## config.mk

```make
export PLATFORM = sky130hd
export DESIGN_NAME = dmem_lsu_ctrl_flat
export DESIGN_NICKNAME = d
export VERILOG_FILES = /design/src/rtl/dmem_lsu_ctrl_if.sv /design/src/rtl/dmem_lsu_ctrl.sv /design/src/flat_wrapper.sv
export SDC_FILE = /design/constraint.sdc
export NUM_CORES = 1
export LEC_CHECK = 0
export CAP_MARGIN = 30
export CORE_MARGIN = 2
export CORE_UTILIZATION = 49
export CTS_CLUSTER_DIAMETER = 200
export DETAILED_ROUTE_END_ITERATION = 7
export PLACE_DENSITY = 0.91
export SETUP_SLACK_MARGIN = 0.15
export SLEW_MARGIN = 20
export SYNTH_ARGS = -nofsm -noshare
export SYNTH_HDL_FRONTEND = slang
export SYNTH_SLANG_ARGS = --single-unit
```

## constraint.sdc

```tcl
create_clock -name i_clk -period 2.9 [get_ports i_clk]
set_clock_uncertainty 0.2 [all_clocks]
set_input_delay 0.29 -clock i_clk [delete_from_list [all_inputs] [get_ports i_clk]]
set_output_delay 0.29 -clock i_clk [all_outputs]
set_load 0.05 [all_outputs]
```

## src/rtl/dmem_lsu_ctrl_if.sv

```systemverilog
// -----------------------------------------------------------------------------
// dmem_lsu_ctrl_if
// Bundles the signals between the load/store controller and its environment.
// The environment is the core LSU on one side and the word-wide synchronous
// data memory on the other.
//
// Core request side:
//   i_req, i_we, i_funct3[2:0], i_addr[31:0], i_wdata[31:0]  -> controller
//   o_ready, o_rvalid, o_rdata[31:0], o_done, o_err          <- controller
// Memory side:
//   o_mem_addr[31:0], o_mem_wdata[31:0], o_mem_wren          <- controller
//   i_mem_rdata[31:0]                                        -> controller
//
// Modports:
//   master : the environment (core + memory), drives the i_* signals.
//   slave  : the controller, drives the o_* signals.
// -----------------------------------------------------------------------------
interface dmem_lsu_ctrl_if;
    logic        i_req;
    logic        i_we;
    logic [2:0]  i_funct3;
    logic [31:0] i_addr;
    logic [31:0] i_wdata;
    logic        o_ready;
    logic        o_rvalid;
    logic [31:0] o_rdata;
    logic        o_done;
    logic        o_err;
    logic [31:0] o_mem_addr;
    logic [31:0] o_mem_wdata;
    logic        o_mem_wren;
    logic [31:0] i_mem_rdata;

    modport master (
        output i_req, i_we, i_funct3, i_addr, i_wdata, i_mem_rdata,
        input  o_ready, o_rvalid, o_rdata, o_done, o_err,
               o_mem_addr, o_mem_wdata, o_mem_wren
    );

    modport slave (
        input  i_req, i_we, i_funct3, i_addr, i_wdata, i_mem_rdata,
        output o_ready, o_rvalid, o_rdata, o_done, o_err,
               o_mem_addr, o_mem_wdata, o_mem_wren
    );
endinterface

```

## src/rtl/dmem_lsu_ctrl.sv

```systemverilog
// -----------------------------------------------------------------------------
// dmem_lsu_ctrl
// Load/store sequencer between the core LSU and a word-only data memory with
// registered (one-cycle) read data and write-on-edge.
//   - LB/LH/LW/LBU/LHU: read word, extract lane, sign/zero extend.
//   - SW: single write cycle.
//   - SB/SH: read-modify-write (read word, merge lane, write back).
//   - Misaligned, illegal-funct3 and out-of-range requests complete with an
//     error pulse and never touch memory.
//
// Ports:
//   i_clk   : clock, rising edge
//   i_reset : asynchronous reset, active low
//   bus     : dmem_lsu_ctrl_if.slave (core request/response + memory port)
// Parameter:
//   MEM_WORDS : number of 32-bit words; valid byte addresses 0..MEM_WORDS*4-1
// -----------------------------------------------------------------------------
module dmem_lsu_ctrl #(
    parameter int MEM_WORDS = 32
) (
    input  logic            i_clk,
    input  logic            i_reset,
    dmem_lsu_ctrl_if.slave  bus
);

    localparam logic [32:0] BYTE_LIMIT = 33'(MEM_WORDS) << 2;

    typedef enum logic [2:0] {
        ST_IDLE,
        ST_RD,
        ST_LDR,
        ST_MRG,
        ST_WR,
        ST_ERR
    } state_t;

    state_t      state_reg;
    logic        we_reg;
    logic [2:0]  funct3_reg;
    logic [31:0] addr_reg;
    logic [31:0] wdata_reg;
    logic        rvalid_reg;
    logic        done_reg;
    logic        err_reg;
    logic [31:0] rdata_reg;

    // Request legality, evaluated on the live request so the decision is
    // made on the accept edge.
    logic req_err;
    always_comb begin
        req_err = 1'b0;
        case (bus.i_funct3)
            3'b011, 3'b110, 3'b111: req_err = 1'b1;
            default: ;
        endcase
        // Unsigned variants only exist for loads.
        if (bus.i_we && bus.i_funct3[2])
            req_err = 1'b1;
        // H and HU both have funct3[1:0] == 01.
        if ((bus.i_funct3[1:0] == 2'b01) && bus.i_addr[0])
            req_err = 1'b1;
        if ((bus.i_funct3 == 3'b010) && (bus.i_addr[1:0] != 2'b00))
            req_err = 1'b1;
        if ({1'b0, bus.i_addr} >= BYTE_LIMIT)
            req_err = 1'b1;
    end

    // Load lane extraction and extension from the memory read data.
    logic [7:0]  ld_byte;
    logic [15:0] ld_half;
    logic        ld_sign;
    logic [31:0] ld_ext;
    always_comb begin
        ld_byte = bus.i_mem_rdata[{addr_reg[1:0], 3'b000} +: 8];
        ld_half = bus.i_mem_rdata[{addr_reg[1], 4'b0000} +: 16];
        ld_sign = 1'b0;
        ld_ext  = bus.i_mem_rdata;
        case (funct3_reg[1:0])
            2'b00: begin
                ld_sign = ~funct3_reg[2] & ld_byte[7];
                ld_ext  = {{24{ld_sign}}, ld_byte};
            end
            2'b01: begin
                ld_sign = ~funct3_reg[2] & ld_half[15];
                ld_ext  = {{16{ld_sign}}, ld_half};
            end
            default: ld_ext = bus.i_mem_rdata;
        endcase
    end

    // Sub-word store merge: each byte lane takes store data when it is the
    // addressed lane, otherwise keeps the word just read back.
    logic [31:0] merge_data;
    generate
        for (genvar gi = 0; gi < 4; gi++) begin : g_lane
            logic       lane_hit;
            logic [7:0] lane_src;
            assign lane_hit = (funct3_reg[1:0] == 2'b00)
                            ? (addr_reg[1:0] == 2'(gi))
                            : (addr_reg[1] == 1'(gi / 2));
            // SB always stores the low byte; SH places its low/high byte
            // into the even/odd lane of the selected half.
            assign lane_src = (funct3_reg[1:0] == 2'b00)
                            ? wdata_reg[7:0]
                            : wdata_reg[8 * (gi % 2) +: 8];
            assign merge_data[8 * gi +: 8] = lane_hit ? lane_src
                                                      : bus.i_mem_rdata[8 * gi +: 8];
        end
    endgenerate

    // Memory port is combinational from state so reset drops wren at once.
    assign bus.o_ready     = (state_reg == ST_IDLE);
    assign bus.o_mem_addr  = {addr_reg[31:2], 2'b00};
    assign bus.o_mem_wren  = (state_reg == ST_MRG) || (state_reg == ST_WR);
    assign bus.o_mem_wdata = (state_reg == ST_WR) ? wdata_reg : merge_data;
    assign bus.o_rvalid    = rvalid_reg;
    assign bus.o_done      = done_reg;
    assign bus.o_err       = err_reg;
    assign bus.o_rdata     = rdata_reg;

    always_ff @(posedge i_clk or negedge i_reset) begin
        if (!i_reset) begin
            state_reg  <= ST_IDLE;
            we_reg     <= 1'b0;
            funct3_reg <= 3'b000;
            addr_reg   <= 32'd0;
            wdata_reg  <= 32'd0;
            rvalid_reg <= 1'b0;
            done_reg   <= 1'b0;
            err_reg    <= 1'b0;
            rdata_reg  <= 32'd0;
        end else begin
            rvalid_reg <= 1'b0;
            done_reg   <= 1'b0;
            err_reg    <= 1'b0;
            case (state_reg)
                ST_IDLE: begin
                    if (bus.i_req) begin
                        we_reg     <= bus.i_we;
                        funct3_reg <= bus.i_funct3;
                        addr_reg   <= bus.i_addr;
                        wdata_reg  <= bus.i_wdata;
                        if (req_err)
                            state_reg <= ST_ERR;
                        else if (bus.i_we && (bus.i_funct3 == 3'b010))
                            state_reg <= ST_WR;
                        else
                            state_reg <= ST_RD;
                    end
                end
                // Only loads and SB/SH pass through RD.
                ST_RD: state_reg <= we_reg ? ST_MRG : ST_LDR;
                ST_LDR: begin
                    rdata_reg  <= ld_ext;
                    rvalid_reg <= 1'b1;
                    done_reg   <= 1'b1;
                    state_reg  <= ST_IDLE;
                end
                ST_MRG, ST_WR: begin
                    done_reg  <= 1'b1;
                    state_reg <= ST_IDLE;
                end
                ST_ERR: begin
                    done_reg  <= 1'b1;
                    err_reg   <= 1'b1;
                    state_reg <= ST_IDLE;
                end
                default: state_reg <= ST_IDLE;
            endcase
        end
    end

endmodule
```

## src/flat_wrapper.sv

```systemverilog
// flat-port wrapper written by rule: the top's interface ports become plain ports
module dmem_lsu_ctrl_flat 
#(
    parameter int MEM_WORDS = 32
)
  (i_clk, i_reset, bus_i_req, bus_i_we, bus_i_funct3, bus_i_addr, bus_i_wdata, bus_i_mem_rdata, bus_o_ready, bus_o_rvalid, bus_o_rdata, bus_o_done, bus_o_err, bus_o_mem_addr, bus_o_mem_wdata, bus_o_mem_wren);
  dmem_lsu_ctrl_if bus_i ();
  input  logic i_clk;
  input  logic i_reset;
  input wire logic [$bits(bus_i.i_req)-1:0] bus_i_req;
  input wire logic [$bits(bus_i.i_we)-1:0] bus_i_we;
  input wire logic [$bits(bus_i.i_funct3)-1:0] bus_i_funct3;
  input wire logic [$bits(bus_i.i_addr)-1:0] bus_i_addr;
  input wire logic [$bits(bus_i.i_wdata)-1:0] bus_i_wdata;
  input wire logic [$bits(bus_i.i_mem_rdata)-1:0] bus_i_mem_rdata;
  output wire logic [$bits(bus_i.o_ready)-1:0] bus_o_ready;
  output wire logic [$bits(bus_i.o_rvalid)-1:0] bus_o_rvalid;
  output wire logic [$bits(bus_i.o_rdata)-1:0] bus_o_rdata;
  output wire logic [$bits(bus_i.o_done)-1:0] bus_o_done;
  output wire logic [$bits(bus_i.o_err)-1:0] bus_o_err;
  output wire logic [$bits(bus_i.o_mem_addr)-1:0] bus_o_mem_addr;
  output wire logic [$bits(bus_i.o_mem_wdata)-1:0] bus_o_mem_wdata;
  output wire logic [$bits(bus_i.o_mem_wren)-1:0] bus_o_mem_wren;
  assign bus_i.i_req = bus_i_req;
  assign bus_i.i_we = bus_i_we;
  assign bus_i.i_funct3 = bus_i_funct3;
  assign bus_i.i_addr = bus_i_addr;
  assign bus_i.i_wdata = bus_i_wdata;
  assign bus_i.i_mem_rdata = bus_i_mem_rdata;
  assign bus_o_ready = bus_i.o_ready;
  assign bus_o_rvalid = bus_i.o_rvalid;
  assign bus_o_rdata = bus_i.o_rdata;
  assign bus_o_done = bus_i.o_done;
  assign bus_o_err = bus_i.o_err;
  assign bus_o_mem_addr = bus_i.o_mem_addr;
  assign bus_o_mem_wdata = bus_i.o_mem_wdata;
  assign bus_o_mem_wren = bus_i.o_mem_wren;
  dmem_lsu_ctrl #(.MEM_WORDS(MEM_WORDS)) u_core (.i_clk(i_clk), .i_reset(i_reset), .bus(bus_i));
endmodule
```

After elaboration in Yosys (flattened, before gate mapping)
Cells that the tools add are included. Widths: inputs -> output; s select.

Add/sub/neg operators: 0. $mul: 0. Divide/modulo/power cells: 0. Magnitude comparators: 1. Equal/unequal tests: 15. Shift operators: 2. Multiplexer cells: 24. Bitwise logic cells: 4. Reductions and logical operators: 12.

Operators with widths (number): $pmux 32 s2 (1); $mux 8 (5); $ge 32x8->1 const B (1); $mux 32 (1); $shiftx 32x6->16 (1); $shiftx 32x6->8 (1); $mux 1 (13); $eq 3x2->1 const B (4); $eq 3x3->1 const B (4); $mux 3 (3); $eq 2x1->1 const B (3); $pmux 3 s2 (1); $eq 2x2->1 const B (2); $logic_and 1x1->1 (4); $logic_not 2->1 (2); $reduce_or 4->1 (1); $eq 3x1->1 const B (1); $logic_not 3->1 (1); $reduce_or 3->1 (1); $and 1x1->1 (2); $ne 2x2->1 const B (1); $not 1->1 (2); $reduce_and 2->1 (1); $reduce_bool 2->1 (1); $logic_or 1x1->1 (1).

Flip-flop bits (word level): 106. Latch bits: 0. Bits in writable memories: 0. ROM bits: 0. Input port bits: 103. Output and inout port bits: 101. Logic and storage cells: 67. Memories: 0.

Depth between registers and ports, before layout
Depth after elaboration: 10. Mapped depth: 7. Mapped depth without buffers: 6.

Worst setup path before layout
OpenSTA, ideal clock, no wires.

Path kind: register to output. Start point: register u_core.funct3_reg[0]. End point: output port bus_o_mem_wdata[10]. Arrival time: 2.390 ns. Data required time: 2.410 ns. Path slack: 0.020 ns. Stages on the path, launching flop included: 6. Path buffers: 1. Cell sequence: dfrtp_1 -> or3_1 -> and2_1 -> buf_2 -> mux2i_1 -> o21ai_0.

Longest elaborated chain between the ends: 4. Elaborated cells on any way between the ends: 5. Those cells by class: 4 x mux; 1 x reduce/logical.

Ends and longest elaborated chain: start, declared (RTL line dmem_lsu_ctrl.sv:39) `logic [2:0] funct3_reg;`; start signal, assigned (RTL line dmem_lsu_ctrl.sv:140) `funct3_reg <= bus.i_funct3;`; $logic_not 2->1 (*) (RTL line dmem_lsu_ctrl.sv:98, dmem_lsu_ctrl.sv:103); $mux 8 or $mux 1 (tied branches) (RTL line dmem_lsu_ctrl.sv:104, dmem_lsu_ctrl.sv:99); $mux 8 (*) (RTL line dmem_lsu_ctrl.sv:106) `assign merge_data[8 * gi +: 8] = lane_hit ? lane_src`; $mux 32 (*) (RTL line dmem_lsu_ctrl.sv:115) `assign bus.o_mem_wdata = (state_reg == ST_WR) ? wdata_reg : merge_data;`; end, declared (RTL line flat_wrapper.sv:22) `output wire logic [$bits(bus_i.o_mem_wdata)-1:0] bus_o_mem_wdata;`.

Mark *: on every way between the ends. The rest lies on a longest branch, timed or not.

Final worst setup path
Start point: register u_core.funct3_reg[0]. End point: output port bus_o_mem_wdata[25].

Same word-level chain as after synthesis.

==> flow_metrics.env <==
export IMPL_outcome="completed"
export IMPL_start_util=0.5076
export IMPL_coreArea_sq_mm=0.01098
export IMPL_final_common_cell="nand2_1"
export IMPL_dieArea_sq_mm=0.01225
export IMPL_synthArstFlopShare=1.000
export IMPL_routed_wl_microns=17910
export IMPL_wl_per_cell_microns=18.87
export IMPL_first_pass_iters=5
export IMPL_utilization=0.7326
export IMPL_fmax_ghz=0.3601
export IMPL_crit_type="reg2out"
export IMPL_cp_cell_sequence="or3_1 > nand2_4 > mux2i_1 > o21ai_0 > buf_12"
export IMPL_startpoint_type="flop"
export IMPL_synth_area_leader_cell="dfrtp_1"
export IMPL_dieWidth_microns=110.7
export IMPL_path_clk_slew_ns=0.07
export IMPL_worstMarginPinSlew_ns=0.8673
export IMPL_drc=0
export IMPL_path_delay_family="simple AND/OR/NAND/NOR gates"
export IMPL_final_seq_area_sq_mm=0.002655
export IMPL_synth_main_ff_cell="dfrtp_1"
export IMPL_slew_headroom=0.4218
export IMPL_timing_setup_tns_ns=0
export IMPL_viasPerCell=5.658
export IMPL_ff2ff_path_depth=4
export IMPL_synthTopCellsByArea="dfrtp_1 48%, nand2_1 17%, mux2i_1 5.9%, buf_4 4.6%, a21oi_1 3.1%"
export IMPL_row_count=38
export IMPL_grt_total_usage=0.2853
export IMPL_antenna_found_initial=0
export IMPL_layout_cells_non_filler=949
export IMPL_h_tree_depth=3
export IMPL_fin_nets=907
export IMPL_seq_area_frac_synth=0.4758
export IMPL_multiInputGateArea_sq_mm=0.002521
export IMPL_synth_seq_cells=106
export IMPL_cts_root_buf="clkbuf_16"
export IMPL_overflow=0
export IMPL_max_stage_delay_ns=0.52
export IMPL_finalMaxSlewViolations=0
export IMPL_grt_pass1_wl_microns=27820
export IMPL_synth_cell_types=44
export IMPL_io_pins=204
export IMPL_min_delay_path_depth=3
export IMPL_placedCellCount=932
export IMPL_drive_gt1_frac=0.1286
export IMPL_hold_violations=0
export IMPL_maxCapViolCount=0
export IMPL_antenna_cells=0
export IMPL_worstPathArrival_ns=2.29
export IMPL_insertion_delay_ns=0.35
export IMPL_ant_nets=0
export IMPL_synthCells=651
export IMPL_synth_edf_count=0
export IMPL_final_min_clock_period_ns=2.777
export IMPL_cts_tree="yes"
export IMPL_grt_max_degree=51
export IMPL_post_cts_setup_buffer_count=0
export IMPL_vias=5369
export IMPL_syn_area_sq_mm=0.005575
export IMPL_grt_pass1_vias=5403
export IMPL_cp_end_kind="output port"
export IMPL_area_growth_pct=44.32
export IMPL_cts_path_max_buffers=2
export IMPL_crit_buf_inv=1
export IMPL_port_buffers=201
export IMPL_netlist_area_leader_share=0.4758
export IMPL_critical_path_required_ns=2.41
export IMPL_crit_fanout=16
export IMPL_place_congestion=0.9605
export IMPL_drt_iter0_drc=454
export IMPL_yosysWarnings=0
export IMPL_finalCritPeriodShare=0.9577
export IMPL_cts_inserted_buffers=9
export IMPL_setup_viol_count_final=0
export IMPL_hold_class="in2reg"
export IMPL_n_fill_cell=772
export IMPL_mostFrequentLayoutCells="256 x nand2_1, 167 x clkdlybuf4s50_1, 104 x dfrtp_1, 35 x a21oi_1, 31 x mux2i_1"
export IMPL_clock_sinks=106
export IMPL_rsz0062_at_grt="true"
export IMPL_dpl_hpwl_microns=13230
export IMPL_crit_cells=5
export IMPL_slowest_stage="dfrtp_2"
export IMPL_avgSynthCellArea_sq_um=8.564
export IMPL_die_y_microns=110.7
==> area by class of cell <==
| class | instances | share of cell area |
|---|---|---|
| Sequential cell | 106 | 0.3300 |
| Multi-Input combinational cell | 470 | 0.3133 |
| Timing Repair Buffer | 213 | 0.2934 |
| Clock buffer | 10 | 0.02846 |
| Tap cell | 140 | 0.02177 |
| Clock inverter | 6 | 0.01120 |
| Inverter | 4 | 0.001866 |
==> worst paths after layout <==
kind	start	to	slack, ns
worst max-delay path	u_core.funct3_reg[0]	bus_o_mem_wdata[25]	0.12
worst min-delay path	bus_i_wdata[31]	u_core.wdata_reg[31]	0.27
worst max register to register	u_core.addr_reg[1]	u_core.bus.o_rdata[17]	0.50
worst min register to register	u_core.wdata_reg[22]	u_core.wdata_reg[22]	0.28
max in group asynchronous	i_reset	u_core.bus.o_rdata[24]	1.49
min in group asynchronous	i_reset	u_core.addr_reg[16]	0.30
==> metrics by stage <==
stage / instance area (sq um) / hold slack, ns / setup slack [ns]
3_3_place_gp: 7676 / 0.1422 / 0.4669
2_1_floorplan: 5579 / -0.2056 / 0.1523
4_1_cts: 8011 / 0.2600 / 0.1442
3_5_place_dp: 7676 / 0.1517 / 0.4000
5_1_grt: 8046 / 0.2588 / 0.09437
6_report: 8046 / 0.2656 / 0.1228
==> cell families (layout without fill, tap and decap cells) <==
group	Yosys count	count (layout)	share of synthesized area
buffers and inverters	76	233	0.08079
other	1	2	0.0006726
xor gates and xnor gates	1	1	0.001571
muxes	56	56	0.1111
DFF	106	106	0.4758
AOI/OAI and AO/OA	86	86	0.08977
and+or+nand+nor	325	325	0.2404
==> timing repair <==
action,4_1_cts,5_1_grt
resized for setup,4,17
hold buffers,1,0
endpoints found under the hold margin,48,0
endpoints found under the setup margin,29,31
==> routing by layer <==
metal | vias to the layer above | routed length [microns] | track usage
met5 | - | 0 | 0
met4 | 0 | 925 | 0.1508
met3 | 81 | 1707 | 0.07436
met2 | 327 | 8641 | 0.4667
met1 | 2540 | 6637 | 0.3472
li1 | 2421 | - | -
==> cells in the mapped netlist, types with 2 or more instances <==
master / number
a21oi_1: 35
and2_1: 2
buf_2: 17
buf_4: 34
buf_6: 2
clkbuf_1: 18
dfrtp_1: 106
inv_1: 4
mux2_2: 15
mux2_4: 8
mux2i_1: 33
nand2_1: 257
nand2_2: 2
nand3_1: 8
nand3b_1: 7
nand4b_1: 2
nor2_1: 28
nor2b_1: 2
nor3_1: 3
nor3b_1: 2
nor4_1: 5
o21ai_0: 33
o311a_1: 7
==> worst reg2reg max path: stages (launching register included) <==
cell and delay, ns:
dfrtp_1 0.54, mux2i_1 0.41, o32ai_1 0.21, a21oi_2 0.70
a21oi_1 0.18
Power is left out: the tool's default activity adds up to more than one toggle a clock period on the data nets, which glitch-free logic cannot reach.
